`config.mk`:
```
export PLATFORM = sky130hd
export DESIGN_NAME = wb_retire_stage
export DESIGN_NICKNAME = d
export VERILOG_FILES = /design/src/rtl/wb_retire_stage_pkg.sv /design/src/rtl/wb_trace_fifo.sv /design/src/rtl/wb_retire_stage.sv
export SDC_FILE = /design/constraint.sdc
export NUM_CORES = 1
export LEC_CHECK = 0
export BUFFER_PORTS_ARGS = -buffer_cell sky130_fd_sc_hd__clkbuf_2
export CORE_ASPECT_RATIO = 1.4
export CORE_MARGIN = 3
export CORE_UTILIZATION = 40
export CTS_CLUSTER_DIAMETER = 50
export DETAILED_ROUTE_END_ITERATION = 8
export GPL_ROUTABILITY_DRIVEN = 1
export GPL_TIMING_DRIVEN = 1
export HOLD_SLACK_MARGIN = 0.02
export PLACE_DENSITY_LB_ADDON = 0.2
export SLEW_MARGIN = 20
export SYNTH_ARGS = -nofsm -noshare
export SYNTH_HDL_FRONTEND = slang
export SYNTH_HIERARCHICAL = 1
export SYNTH_SLANG_ARGS = --single-unit
```
`constraint.sdc`:
```
create_clock -name clk -period 7.8 [get_ports clk]
set_input_delay 1.17 -clock clk [delete_from_list [all_inputs] [get_ports clk]]
set_output_delay 1.17 -clock clk [all_outputs]
set_load 0.03 [all_outputs]
```
`src/rtl/wb_retire_stage_pkg.sv`:
```
`default_nettype none
// ============================================================================
// Module      : wb_retire_stage_pkg
// Description : Shared load funct3 encodings, trace record layout and the
//               load-data extraction helper for the write-back stage.
// Revision    : 1.0 - initial release
// ============================================================================
package wb_retire_stage_pkg;

    localparam logic [2:0] F3_LB  = 3'b000;
    localparam logic [2:0] F3_LH  = 3'b001;
    localparam logic [2:0] F3_LW  = 3'b010;
    localparam logic [2:0] F3_LBU = 3'b100;
    localparam logic [2:0] F3_LHU = 3'b101;

    localparam int TRACE_W = 69;

    typedef struct packed {
        logic [31:0] pc;
        logic [4:0]  rd;
        logic [31:0] data;
    } trace_rec_t;

    // Align and extend a load; unknown load encodings return the full word.
    function automatic logic [31:0] load_extract(
        input logic [31:0] data,
        input logic [1:0]  addr_lo,
        input logic [2:0]  funct3
    );
        logic [7:0]  v_byte;
        logic [15:0] v_half;
        logic [31:0] v_res;
        case (addr_lo)
            2'd0:    v_byte = data[7:0];
            2'd1:    v_byte = data[15:8];
            2'd2:    v_byte = data[23:16];
            default: v_byte = data[31:24];
        endcase
        v_half = addr_lo[1] ? data[31:16] : data[15:0];
        case (funct3)
            F3_LB:   v_res = {{24{v_byte[7]}}, v_byte};
            F3_LBU:  v_res = {24'd0, v_byte};
            F3_LH:   v_res = {{16{v_half[15]}}, v_half};
            F3_LHU:  v_res = {16'd0, v_half};
            F3_LW:   v_res = data;
            default: v_res = data;
        endcase
        return v_res;
    endfunction

endpackage
`default_nettype wire

```
`src/rtl/wb_trace_fifo.sv`:
```
`default_nettype none
// ============================================================================
// Module      : wb_trace_fifo
// Description : Synchronous FIFO with extra-MSB pointers; never overwrites,
//               a push into a full FIFO is accepted only with a same-cycle pop.
// Revision    : 1.0 - initial release
// ============================================================================
module wb_trace_fifo #(
    parameter int DEPTH = 4,
    parameter int WIDTH = 69
) (
    input  logic             clk,
    input  logic             rst,
    input  logic             i_push,
    input  logic [WIDTH-1:0] i_wdata,
    input  logic             i_pop,
    output logic [WIDTH-1:0] o_rdata,
    output logic             o_full,
    output logic             o_empty
);

    localparam int          c_AW      = $clog2(DEPTH);
    localparam logic [c_AW:0] c_PTR_ONE = {{c_AW{1'b0}}, 1'b1};

    logic [WIDTH-1:0] r_mem [DEPTH];
    logic [c_AW:0]    r_wptr;
    logic [c_AW:0]    r_rptr;
    logic             w_do_push;
    logic             w_do_pop;

    assign o_empty   = (r_wptr == r_rptr);
    assign o_full    = (r_wptr[c_AW] != r_rptr[c_AW]) &&
                       (r_wptr[c_AW-1:0] == r_rptr[c_AW-1:0]);
    assign w_do_pop  = i_pop && !o_empty;
    assign w_do_push = i_push && (!o_full || w_do_pop);
    assign o_rdata   = r_mem[r_rptr[c_AW-1:0]];

    always_ff @(posedge clk) begin
        if (rst) begin
            r_wptr <= '0;
            r_rptr <= '0;
        end else begin
            if (w_do_push) begin
                r_wptr <= r_wptr + c_PTR_ONE;
            end
            if (w_do_pop) begin
                r_rptr <= r_rptr + c_PTR_ONE;
            end
        end
    end

    always_ff @(posedge clk) begin
        if (w_do_push) begin
            r_mem[r_wptr[c_AW-1:0]] <= i_wdata;
        end
    end

endmodule
`default_nettype wire

```
`src/rtl/wb_retire_stage.sv`:
```
`default_nettype none
// ============================================================================
// Module      : wb_retire_stage
// Description : Write-back/retire stage: load alignment, register-file write,
//               performance counters and a retire trace FIFO.
// Revision    : 1.0 - initial release
// ============================================================================
module wb_retire_stage
    import wb_retire_stage_pkg::*;
#(
    parameter int TRACE_DEPTH = 4,
    parameter int TRACE_EN    = 1
) (
    input  logic        clk,
    input  logic        rst,
    input  logic        wb_valid_i,
    input  logic [31:0] wb_pc_i,
    input  logic        wb_is_load_i,
    input  logic        wb_is_store_i,
    input  logic [31:0] wb_data_i,
    input  logic [1:0]  wb_addr_lo_i,
    input  logic [2:0]  wb_funct3_i,
    input  logic [4:0]  wb_rd_i,
    input  logic        perf_clear_i,
    output logic        rf_wen,
    output logic [4:0]  rf_waddr,
    output logic [31:0] rf_wdata,
    output logic        trace_valid,
    input  logic        trace_ready,
    output logic [31:0] trace_pc,
    output logic [4:0]  trace_rd,
    output logic [31:0] trace_data,
    output logic [31:0] cycle_cnt,
    output logic [31:0] inst_cnt,
    output logic [31:0] load_cnt,
    output logic [31:0] store_cnt,
    output logic [31:0] trace_drop_cnt
);

    logic [31:0] w_ext_data;
    logic        w_trace_drop;

    logic        r_rf_wen;
    logic [4:0]  r_rf_waddr;
    logic [31:0] r_rf_wdata;

    logic [31:0] r_cycle_cnt;
    logic [31:0] r_inst_cnt;
    logic [31:0] r_load_cnt;
    logic [31:0] r_store_cnt;
    logic [31:0] r_drop_cnt;

    assign w_ext_data = wb_is_load_i ? load_extract(wb_data_i, wb_addr_lo_i, wb_funct3_i)
                                     : wb_data_i;

    always_ff @(posedge clk) begin
        if (rst) begin
            r_rf_wen   <= 1'b0;
            r_rf_waddr <= 5'd0;
            r_rf_wdata <= 32'd0;
        end else begin
            r_rf_wen <= wb_valid_i && (wb_rd_i != 5'd0);
            if (wb_valid_i) begin
                r_rf_waddr <= wb_rd_i;
                r_rf_wdata <= w_ext_data;
            end
        end
    end

    assign rf_wen   = r_rf_wen;
    assign rf_waddr = r_rf_waddr;
    assign rf_wdata = r_rf_wdata;

    // Clear beats any same-cycle increment; the drop counter saturates.
    always_ff @(posedge clk) begin
        if (rst || perf_clear_i) begin
            r_cycle_cnt <= 32'd0;
            r_inst_cnt  <= 32'd0;
            r_load_cnt  <= 32'd0;
            r_store_cnt <= 32'd0;
            r_drop_cnt  <= 32'd0;
        end else begin
            r_cycle_cnt <= r_cycle_cnt + 32'd1;
            if (wb_valid_i) begin
                r_inst_cnt <= r_inst_cnt + 32'd1;
                if (wb_is_load_i) begin
                    r_load_cnt <= r_load_cnt + 32'd1;
                end
                if (wb_is_store_i) begin
                    r_store_cnt <= r_store_cnt + 32'd1;
                end
            end
            if (w_trace_drop && (r_drop_cnt != 32'hFFFF_FFFF)) begin
                r_drop_cnt <= r_drop_cnt + 32'd1;
            end
        end
    end

    assign cycle_cnt      = r_cycle_cnt;
    assign inst_cnt       = r_inst_cnt;
    assign load_cnt       = r_load_cnt;
    assign store_cnt      = r_store_cnt;
    assign trace_drop_cnt = r_drop_cnt;

    generate
        if (TRACE_EN != 0) begin : g_trace
            trace_rec_t w_push_rec;
            trace_rec_t w_head_rec;
            logic       w_full;
            logic       w_empty;
            logic       w_pop;

            assign w_push_rec.pc   = wb_pc_i;
            assign w_push_rec.rd   = wb_rd_i;
            assign w_push_rec.data = (wb_rd_i != 5'd0) ? w_ext_data : 32'd0;

            assign w_pop        = !w_empty && trace_ready;
            assign w_trace_drop = wb_valid_i && w_full && !w_pop;

            wb_trace_fifo #(
                .DEPTH (TRACE_DEPTH),
                .WIDTH (TRACE_W)
            ) u_trace_fifo (
                .clk     (clk),
                .rst     (rst),
                .i_push  (wb_valid_i),
                .i_wdata (w_push_rec),
                .i_pop   (w_pop),
                .o_rdata (w_head_rec),
                .o_full  (w_full),
                .o_empty (w_empty)
            );

            // Gate the head so an empty FIFO presents all-zero outputs.
            assign trace_valid = !w_empty;
            assign trace_pc    = w_empty ? 32'd0 : w_head_rec.pc;
            assign trace_rd    = w_empty ? 5'd0  : w_head_rec.rd;
            assign trace_data  = w_empty ? 32'd0 : w_head_rec.data;
        end else begin : g_no_trace
            assign w_trace_drop = 1'b0;
            assign trace_valid  = 1'b0;
            assign trace_pc     = 32'd0;
            assign trace_rd     = 5'd0;
            assign trace_data   = 32'd0;
        end
    endgenerate

endmodule
`default_nettype wire

```
; ---- Yosys cells after proc, flatten, opt, wreduce, memory -nomap -nowiden
; Memories as Yosys holds them, arrays and structs flattened. A register that Yosys moved wholly into a read port is not among the register bits.
; Cells that the tools add are included.
[totals]
register_bits = 204
latch_bits = 0
mem_bits_rw = 276
mem_bits_ro = 0
output_inout_bits = 268
wordCells = 57
memories = 1
[memory_table]
columns = memory, words, word_bits, read_ports, rd_ports_with_merged_regs, write_ports, line_no
row1 = g_trace.u_trace_fifo.r_mem, 4, 69, 1, 1, 1, wb_trace_fifo.sv:25  ; logic [WIDTH-1:0] r_mem [DEPTH];
[classes]
add_sub_neg = 7
n_mul = 0
n_div = 0
magnitude_cmp = 0
eq_ne = 9
shifts = 0
muxes = 12
bitwise_logic = 0
n_reduce_logical = 18
[ops]
columns = cell, count
row1 = "adder 32 x 1 -> 32 bit, second input constant", 5
row2 = 2-to-1 mux 32 bit, 4
row3 = one-hot mux 32 bit (4 select lines), 1
row4 = "inequality test 32 bit, second input constant", 1
row5 = one-hot mux 8 bit (3 select lines), 1
row6 = 2-to-1 mux 16 bit, 1
row7 = logical AND 1 bit, 8
row8 = "adder 3 x 1 -> 3 bit, second input constant", 2
row9 = "== test 3 bit, second input constant", 2
row10 = 2-to-1 mux 5 bit, 1
row11 = nonzero test 5 bit, 1
row12 = 2-to-1 mux 2 bit, 2
row13 = AND reduction 2 bit, 2
row14 = "== test 3 x 1 -> 1 bit, second input constant", 1
row15 = == test 3 bit, 1
row16 = logical NOT 1 bit, 3
row17 = logical NOT 3 bit, 1
row18 = "== test 2 x 1 -> 1 bit, second input constant", 1
row19 = == test 2 bit, 1
row20 = "== test 2 bit, second input constant", 1
row21 = logical NOT 2 bit, 1
row22 = logical OR 1 bit, 2
row23 = 2-to-1 mux 1 bit, 2
row24 = inequality test 1 bit, 1

; ---- Longest topological paths before layout
; Gate-level depths: netlist of the first run.
[depth]
word_depth = 8
depth_mapped = 11

; ---- Hierarchy
; Netlist of the first run, hierarchy kept.
[modules_own_cells]
columns = mod, n_inst, cells_per_inst, area_per_inst_um2, seq_area_each_um2
row1 = wb_trace_fifo, 1, 416, 10473.8, 8448.1
row2 = wb_retire_stage, 1, 1226, 9948.3, 3963.8

; ---- Worst setup path before layout of the first run
; No wires, ideal clock.
[synth_timing]
kind = input to register
from = input trace_ready
to = register g_trace.u_trace_fifo.r_wptr[2]
setup_ns = 0.136
t_arrival_ns = 5.580
path_slack_ns = 2.084
stages = 4
n_path_buf = 0
cell_sequence = nor2b_1 > inv_2 > a41oi_1 > mux2_1
[synth_via]
elab_chain_len = 4
[synth_rtl]
columns = element, line_no
row1 = "start, declared", wb_retire_stage.sv:29  ; input logic trace_ready,
row2 = logical AND 1 bit, wb_retire_stage.sv:117  ; assign w_pop = !w_empty && trace_ready;
row3 = logical AND 1 bit, wb_trace_fifo.sv:34  ; assign w_do_pop = i_pop && !o_empty;
row4 = logical OR 1 bit, wb_trace_fifo.sv:35  ; assign w_do_push = i_push && (!o_full || w_do_pop);
row5 = logical AND 1 bit, wb_trace_fifo.sv:35
row6 = "end signal, assigned", wb_trace_fifo.sv:44  ; r_wptr <= r_wptr + c_PTR_ONE;
row7 = "end, declared", wb_trace_fifo.sv:26  ; logic [c_AW:0] r_wptr;
; No other way between the ends.
; A chain may end at the register's enable or synchronous reset.

; ---- Worst setup path in the final report of the first run
[layout_timing]
from = register g_trace.u_trace_fifo.r_wptr[1]
to = output trace_data[7]
[layout_via]
elab_chain_len = 2
[layout_rtl]
columns = element, line_no
row1 = == test 3 bit, wb_trace_fifo.sv:31  ; assign o_empty = (r_wptr == r_rptr);
row2 = named net g_trace.w_empty, wb_retire_stage.sv:110  ; logic w_empty;
row3 = 2-to-1 mux 32 bit, wb_retire_stage.sv:138  ; assign trace_data = w_empty ? 32'd0 : w_head_rec.data;
row4 = "end, declared", wb_retire_stage.sv:32  ; output logic [31:0] trace_data,
; The timed path passes the listed nets, and every way through them passes these cells.

==> metrics, run 1 <==
area of the placeable core 0.0502 mm²; worst path setup slack after routing 3.66 ns; sort of element at the start of the critical path register; HPWL Detailed around 36000 µm; Worst-Margin Slew about 1.1 ns; initial cell density of the core around two fifths; global-route wire length before repair 82500 µm; num rows 97; slowest library cell on the worst path buf_4; placed instance area 0.0227 mm²; most frequent cells in the layout clkbuf_2, edfxtp_1, dfxtp_1; Critical Path Fanout Max 71; input/output buffers between 300 and 400; fraction of final layout cells with drive strength greater than 1 about 27%; required time of the critical path around 6.6 ns; MaxCap Viol Count 0; pin count of the biggest net entering global routing 101; post-route setup TNS 0 ns; Post-CTS Setup Bufs 0; vias in the first global route around 14000; leading cell type in the layout, fill and taps excluded clkbuf_2; routability congestion estimate from global placement 0.808; clock root buffer clkbuf_16; count of final max-slew check failures 0; total via count in the routed design roughly 14000; boundary pin count roughly 350; remaining antenna violation count 0; number of enable flip-flop cells after synthesis between 200 and 300; insertion delay to the later sink of the worst-skew pair around 0.6 ns; summed area of non-filler cells in the final layout approximately 0.024 mm²; Hold Startpoint cycle_cnt[0]; crit end category output pin; Placement Setup Slack about 3.8 ns; cell types with the largest area share after synthesis edfxtp_1, dfxtp_1, mux4_2, nor2_1, xnor2_1; wire length after detailed routing about 54000 µm; area fraction of the dominant cell type after synthesis 40.6%; fraction of registers with async set/reset 0%; Avg WL per Cell between 20 and 25 µm; status finished, final reports clean; synthesized flop and latch total around 480; number of nets in the layout 2054; count of placed standard cells in the final layout, fillers left out between 2000 and 3000; timing startpoint of the critical path g_trace.u_trace_fifo/r_wptr[1]; clock period minus worst slack approximately 4.1 ns; worst rel slew slack between 20 and 30%; number of endpoints with negative hold slack in the final report 0; CP arrival 2.97 ns; setup repair after global routing missed its margin false; Most used DFF post-synth edfxtp_1; synthesized area divided by synthesized cell count 12.4 µm²; Yosys top cell by area edfxtp_1; largest stage delay on the critical path between 0.7 and 0.8 ns; final setup violation count 0; number of buffers on the longest clock path 3; area delta synth->final 19.8%; floorplan die width 197 µm; number of sinks handled by clock tree synthesis between 400 and 500; hold crit path type reg2reg; global-route usage over all layers approximately a fifth; CTS tree done; post-cts gate resize count 0; initial drt markers 722; power density over the cells 246 mW/mm²; Seq/Total Area, Yosys 60.8%; Layout Utilization about half; clock-pin slew on the worst setup and hold paths around 0.06 ns; final routed DRC violation total 0; peak ir drop on the vdd network 0.154 mV; Top Family by Delay on Critical Path buffers and inverters; number of instances in the synthesized netlist 1642; DR pass1 iterations 5; Die Height around 270 µm; cells along the critical path xnor2_2 -> nand2_1 -> nor2_4 -> buf_4 -> nor2b_1 -> clkbuf_2; Die Area 0.0538 mm²; YS warnings 6; Period Utilization, post-route between 50% and 60%; worst clock skew on the final layout between 0.015 and 0.02 ns; leakage dissipation roughly 8.6 nW; critical path type reg2out; Via density 5.38; number of library cell types mapped by synthesis 65; clock buffers created by TritonCTS 52; f_max 0.242 GHz; total standard cell area after synthesis about 0.020 mm²; nets in the synthesized netlist roughly 1700; depth of the CTS H-tree 2; initial antenna violation count 5; Congestion Overflow GR 0; reg-to-reg startpoint g_trace.u_trace_fifo/r_wptr[1]; cell count after placement around 2500; post-cts hold buffer count 0; number of buffers and inverters on the critical path 2
==> cells by family after synthesis <==
logic type,Yosys count,share of synthesized area (%)
xor gates and xnor gates,108,4.74
DFF,482,60.8
adders and majority gates,10,0.613
buffers and inverters,135,2.70
muxes,93,9.32
and+or+nand+nor,628,16.0
AOI/OAI and AO/OA,186,5.83
==> state kept, by name, summed over array words and instances (netlist names), named ones only <==
| register | count |
|---|---|
| g_trace.u_trace_fifo/r_rptr | 3 |
| g_trace.u_trace_fifo/r_mem | 276 |
| store_cnt | 32 |
| rf_wdata | 32 |
| trace_drop_cnt | 32 |
| g_trace.u_trace_fifo/r_wptr | 3 |
| rf_wen | 1 |
| cycle_cnt | 32 |
| load_cnt | 32 |
| inst_cnt | 32 |
| rf_waddr | 5 |
==> cells in the mapped netlist (11+ instances only) <==
library cell  count
edfxtp_1        276
dfxtp_1         206
nor2_1          193
nand2_1          80
mux4_2           77
nor2b_1          75
clkbuf_1         73
xnor2_1          68
a21oi_1          63
nand3_1          59
o21ai_0          53
or3_1            41
inv_1            37
xor2_1           37
nand4_1          33
nor4_1           30
nor3_1           26
and4_1           19
a311oi_1         17
a211oi_1         16
and3_1           14
buf_2            14
mux2i_1          11
==> power by group <==
part	switching [mW]	internal [mW]
clock network	1.02	1.37
registers	0.0398	2.80
logic	0.540	0.255
==> routing by layer <==
layer	vias to the layer above	share of wire (%)	track usage, %
met2	398	49	33.3
met1	7026	39	22.4
met3	89	9.4	7.38
met5	-	0.024	0
met4	2	3.1	6.68
li1	6735	-	-
==> through the flow <==
step	hold slack [ns]	total power, mW
after CTS	0.486	6.11
final	0.480	6.02
after floorplan	0.513	3.42
after global placement	0.462	3.69
after global routing	0.502	6.26
after detailed placement	0.467	3.70
==> area by class of cell <==
class	count	area, µm²
inverters	38	143
well taps	643	805
flip-flops and latches	482	12400
multi-input cells	1025	7500
diodes	5	12.5
clock inverters	17	179
clock buffers	76	1480
repair buffers	364	1920
fillers	4578	25800
==> worst reg2reg max path, stage by stage, from the launching register on <==
cell	delay, ns
dfxtp_1	0.37
xnor2_2	0.43
nand2_1	0.19
nor2_4	0.10
buf_4	0.73
nor2b_1	0.30
or2_1	0.41
or4b_1	0.69
or3_1	0.36
a21oi_1	0.13
==> worst paths after layout <==
check | to | slack (ns) | cells after the start
hold reg to reg | cycle_cnt[0] | 0.48 | 1
setup reg to reg | trace_drop_cnt[30] | 4.02 | 9
hold / removal | cycle_cnt[0] | 0.48 | 1
setup / recovery | trace_data[7] | 3.66 | 6
Power figures use the tool's default switching activity.
==> run 2, diff against run 1 <==
clock period = 3.5 ns   (was 7.8 ns; I/O delays follow)
==> run 2 against run 1 <==
Effect of this change: sequential power increased by 120%; clock-buffer cell count decreased by 10; via count is 0.56% higher; clock skew shrank 0.0042 ns; utilization rose by 0.37 points; clock power is 120% higher; register-to-register slack got worse by 3.3 ns; cell area is 0.77% higher; worst hold slack got worse by 0.32 ns; non-clock buffer count is 14 higher; first-iteration DRC count up 7.3%.
==> metrics, run 2 (synthesis results as in run 1) <==
Congestion Overflow GR 0 (unchanged); worst rel slew slack 36.8% (+11 points); number of endpoints with negative hold slack in the final report 0 (unchanged); required time of the critical path 2.97 ns (-3.66 ns); Top Family by Delay on Critical Path buffers and inverters; power density over the cells 546 mW/mm² (+120%); sort of element at the start of the critical path register; Critical Path Fanout Max 70 (-1.4%); number of buffers on the longest clock path 3 (unchanged); reg-to-reg startpoint g_trace.u_trace_fifo/r_wptr[1]; final routed DRC violation total 0 (unchanged); Period Utilization, post-route between 90% and 100%; Hold Startpoint wb_pc_i[29]; setup repair after global routing missed its margin false; Hold Path Stages 1 (unchanged); depth of the CTS H-tree 2 (unchanged); Reg2Reg Depth 8 (-1); leading cell type in the layout, fill and taps excluded clkbuf_2; initial cell density of the core 40.6% (unchanged); largest stage delay on the critical path 0.55 ns (-0.18 ns); crit end category output pin; number of nets in the layout 2068 (+0.68%); hold crit path type in2reg; slowest library cell on the worst path buf_4; clock power share 39.9% (+0.2 points); clock root buffer clkbuf_16; Die Height 273 µm (unchanged); floorplan die width 197 µm (unchanged); Worst-Margin Slew 0.945 ns (-0.158 ns); f_max 0.310 GHz; MaxCap Viol Count 0 (unchanged); input/output buffers 348 (unchanged); initial antenna violation count 1 (-4); global-route usage over all layers 19.5% (+0.027 points); count of placed standard cells in the final layout, fillers left out 2665 (+0.57%); share of total power consumed by net switching 26.5% (-0.029 points); flip-flop count of the largest register, all copies and words added 276 (unchanged); vias in the first global route 14300 (-0.95%); cell count after placement 2566 (+0.67%); count of final max-slew check failures 0 (unchanged); DR pass1 iterations 5 (unchanged); post-route setup TNS 0 ns (unchanged); number of buffers and inverters on the critical path 2 (unchanged); part of the power in combinational logic 13.2% (about the same); Cell Int Power 9.89 mW (+120%); final setup violation count 0 (unchanged); worst clock skew on the final layout 0.0129 ns (-0.00422 ns); area delta synth->final 20.7%; insertion delay to the later sink of the worst-skew pair 0.59 ns (about the same); Switching Power 3.57 mW (+120%); clock-pin slew on the worst setup and hold paths 0.06 ns (about the same); Post-CTS Setup Bufs 0 (unchanged); Via density 5.38 (about the same); area of the placeable core 0.0502 mm² (unchanged); Sequential Power Share 46.9% (-0.2 points); peak ir drop on the vdd network 0.427 mV (+180%); timing startpoint of the critical path g_trace.u_trace_fifo/r_wptr[1]; initial drt markers 775 (+7.3%); most frequent cells in the layout clkbuf_2, edfxtp_1, dfxtp_1; Avg WL per Cell 20.1 µm (-0.71%); post-cts hold buffer count 0 (unchanged); leakage dissipation 8.65 nW (+1.0%); critical path type reg2out; fraction of final layout cells with drive strength greater than 1 28.0% (+0.63 points); post-cts gate resize count 0 (unchanged); num rows 97 (unchanged); global-route wire length before repair 83000 µm (+0.59%); wire length after detailed routing 53500 µm (-0.15%); CTS tree done; clock period minus worst slack about 3.2 ns; number of sinks handled by clock tree synthesis 482 (unchanged); total via count in the routed design 14300 (+0.56%); boundary pin count 349 (unchanged); routability congestion estimate from global placement 0.837 (+3.6%); status finished, final reports clean; clock buffers created by TritonCTS 52 (unchanged); remaining antenna violation count 0 (unchanged); Die Area 0.0538 mm² (unchanged); number of cells on the critical path 6 (unchanged); HPWL Detailed 37000 µm (+4.0%); CP arrival 2.71 ns (-0.26 ns); cells along the critical path xnor2_2 -> nand2_1 -> nor2_4 -> buf_4 -> nor2b_1 -> clkbuf_2; pin count of the biggest net entering global routing 71 (-30%)
-- run 2: cell types whose count changed in the layout (fill, tap and decap cells not counted), moves of 2 or more --
cell / delta
buf_12: +9
buf_16: -2
buf_4: +8
bufinv_16: +2
clkbuf_1: -5
clkbuf_8: -4
clkinv_1: +5
clkinv_2: +3
clkinv_4: +2
clkinvlp_4: +3
diode_2: -4
inv_6: +3
-- run 2: final cells by class --
type / count / area, µm²
fill: 4551 / 25600
sequential: 482 / 12400
multi-input combinational: 1025 / 7500
timing repair buffer: 378 / 2090
clock buffer: 66 / 1390
tap: 643 / 805
clock inverter: 32 / 302
inverter: 38 / 143
antenna: 1 / 2.50
-- run 2: per-layer routing --
| metal | vias to the layer above | wire (µm) | global-route usage [%] |
|---|---|---|---|
| li1 | 6767 | - | - |
| met1 | 7082 | 21400 | 23.6 |
| met2 | 392 | 26600 | 33.2 |
| met3 | 89 | 4090 | 6.23 |
| met4 | 0 | 1480 | 5.93 |
| met5 | - | 0 | 0 |
-- run 2: worst paths after layout --
| kind | endpoint | slack [ns] |
|---|---|---|
| worst min register to register | load_cnt[31] | 0.48 |
| worst min-delay path | g_trace.u_trace_fifo/r_mem[2][66] | 0.16 |
| worst max register to register | trace_drop_cnt[27] | 0.68 |
| worst max-delay path | trace_data[15] | 0.27 |
-- run 2: power by group through the flow --
| stage | sequential (mW) | clock (mW) | combinational [mW] |
|---|---|---|---|
| final | 6.31 | 5.37 | 1.78 |
| after global routing | 6.32 | 5.76 | 1.92 |
| after CTS | 6.31 | 5.55 | 1.83 |
| after detailed placement | 6.43 | 0 | 1.82 |
| after global placement | 6.42 | 0 | 1.80 |
| after floorplan | 6.48 | 0 | 1.15 |
-- run 2: per-stage QoR --
stage	utilization [%]	total power [mW]	hold slack, ns	setup slack [ns]	area (µm²)
2_1_floorplan	-	7.63	0.513	0.00503	20400
3_3_place_gp	45.7	8.22	0.459	0.793	23000
3_5_place_dp	45.7	8.25	0.467	0.719	23000
4_1_cts	49.1	13.7	0.116	0.188	24700
5_1_grt	49.1	14.0	0.129	0.0623	24700
6_report	49.1	13.5	0.159	0.269	24700
==> run 3, diff against run 2 <==
clock period = 3 ns   (was 3.5 ns; I/O delays follow)
==> run 3 against run 2 <==
Effect of this change: cell area is 0.24% higher; flip-flop and latch count stayed put; power is 16% higher; register-to-register slack worse by 0.49 ns; worst setup slack worse by 0.088 ns; first-iteration DRC count is 3.9% lower; routed wire length is 0.57% lower; combinational power is 19% higher; worst hold slack worse by 0.077 ns; highest routed layer is now met5.
==> metrics, run 3 (synthesis results as in run 1) <==
Hold Path Stages 1 (unchanged); DR pass1 iterations 5 (unchanged); Reg2Reg Setup Slack 0.19 ns (-0.49 ns); post-route setup TNS 0 ns (unchanged); number of buffers on the longest clock path 3 (unchanged); leading cell type in the layout, fill and taps excluded clkbuf_2; Via density 5.35 (-0.56%); worst clock skew on the final layout 0.0118 ns (-0.00104 ns); number of buffers and inverters on the critical path 2 (unchanged); peak ir drop on the vdd network 0.434 mV (+1.6%); Avg WL per Cell 20.0 µm (-0.65%); final setup violation count 0 (unchanged); initial drt markers 745 (-3.9%); number of sinks handled by clock tree synthesis 482 (unchanged); routability congestion estimate from global placement 0.821 (-2.0%); area delta synth->final 21.0%; clock period minus worst slack 2.82 ns; CP arrival 2.37 ns (-0.34 ns); num rows 97 (unchanged); pin count of the biggest net entering global routing 95 (+34%); floorplan die width 197 µm (unchanged); leakage dissipation 8.69 nW (+0.51%); count of final max-slew check failures 0 (unchanged); global-route wire length before repair 83200 µm (+0.31%); area of the placeable core 0.0502 mm² (unchanged); clock buffers created by TritonCTS 49 (-5.8%); setup repair after global routing missed its margin false; slowest library cell on the worst path xnor2_2; number of endpoints with negative hold slack in the final report 0 (unchanged); Period Utilization, post-route between 90% and 100%; input/output buffers 348 (unchanged); fraction of final layout cells with drive strength greater than 1 28.1% (+0.11 points); MaxCap Viol Count 0 (unchanged); Worst-Margin Slew 0.849 ns (-0.0960 ns); Congestion Overflow GR 0 (unchanged); number of cells on the critical path 6 (unchanged); initial antenna violation count 1 (unchanged); clock-pin slew on the worst setup and hold paths 0.06 ns (about the same); status finished, final reports clean; remaining antenna violation count 0 (unchanged); most frequent cells in the layout clkbuf_2, edfxtp_1, dfxtp_1; required time of the critical path 2.55 ns (-0.42 ns); initial cell density of the core 40.6% (unchanged); CTS tree done; worst rel slew slack 43.0% (+6.2 points); Critical Path Fanout Max 70 (unchanged); depth of the CTS H-tree 2 (unchanged); global-route usage over all layers 19.5% (+0.026 points); power density over the cells 632 mW/mm² (+16%); crit end category output pin; Top Family by Delay on Critical Path buffers and inverters; f_max 0.355 GHz; sort of element at the start of the critical path register; HPWL Detailed 37100 µm (+0.23%); count of placed standard cells in the final layout, fillers left out 2667 (+0.075%); Die Height 273 µm (unchanged); final routed DRC violation total 0 (unchanged); flip-flop count of the largest register, all copies and words added 276 (unchanged); Antenna Cells 0 (-1); Post-CTS Setup Bufs 0 (unchanged); total via count in the routed design 14300 (-0.48%); cell count after placement 2575 (+0.35%); number of nets in the layout 2074 (+0.29%); Die Area 0.0538 mm² (unchanged); boundary pin count 349 (unchanged); largest stage delay on the critical path 0.39 ns (-0.16 ns); critical path type reg2out; wire length after detailed routing 53200 µm (-0.57%); Reg2Reg Depth 8 (unchanged); vias in the first global route 14400 (+0.59%); insertion delay to the later sink of the worst-skew pair 0.58 ns (about the same); clock root buffer clkbuf_16; cells along the critical path xnor2_2 -> nand2_1 -> nor2_4 -> buf_12 -> nor2b_1 -> clkbuf_2; overall power 15.6 mW (+16%); hold crit path type in2reg
-- run 3: changes by cell type in the layout (fill, tap and decap cells not counted), moves of 2 or more --
cell / previous run / this run
clkbuf_8: 1 / 8
buf_4: 21 / 26
buf_12: 10 / 14
inv_6: 6 / 2
clkbuf_1: 12 / 15
clkbuf_16: 53 / 50
clkinv_1: 5 / 2
clkinvlp_4: 4 / 1
clkinv_2: 8 / 6
-- run 3: repair_timing --
item / 4_1_cts / 5_1_grt
gates resized for setup: 2 / 1
cloned: 0 / 0
setup endpoints to repair: 70 / 64
hold buffers: 0 / 0
pin swaps: 0 / 0
-- run 3: metal layers --
layer  track usage (%)  vias up  part of all wire [%]
met3              5.92       88                   7.5
met1              23.1     7028                    39
met4              5.35        2                   2.5
met5                 0        -                 0.024
met2              34.4      366                    51
li1                  -     6777                     -
-- run 3: final cells by class --
class                      instances  area, µm²
clock buffer                      73       1420
clock inverter                    19        218
fill                            4521      25500
inverter                          38        143
multi-input combinational       1025       7500
sequential                       482      12400
tap                              643        805
timing repair buffer             387       2210
-- run 3: worst reg2reg max path, cell delays in order, from the launching register on --
cell,delay [ns]
dfxtp_1,0.37
xnor2_2,0.39
nand2_1,0.20
nor2_1,0.17
nand2_1,0.09
or4b_2,0.66
a2111o_1,0.40
or3_1,0.32
a21oi_1,0.14
-- run 3: worst paths after layout --
path | startpoint | to
hold / removal | wb_pc_i[4] | g_trace.u_trace_fifo/r_mem[0][41]
setup / recovery | g_trace.u_trace_fifo/r_wptr[1] | trace_data[4]
setup reg to reg | g_trace.u_trace_fifo/r_wptr[1] | trace_drop_cnt[27]
hold reg to reg | rf_wdata[28] | rf_wdata[28]
-- run 3: metrics by stage --
step,setup WS (ns),hold WS (ns),instance area [µm²],util [%]
after global routing,0.0223,0.0420,24700,49.2
final,0.182,0.0823,24700,49.2
after CTS,0.0341,0.0369,24700,49.2
after floorplan,0.0956,0.513,20400,-
after detailed placement,0.223,0.470,23100,45.9
after global placement,0.294,0.456,23100,45.9
-- run 3: power by group --
part | switching, mW | total, mW | internal [mW]
clock | 2.56 | 6.13 | 3.56
combinational | 1.40 | 2.12 | 0.719
sequential | 0.0820 | 7.36 | 7.28
total | 4.05 | 15.6 | 11.6
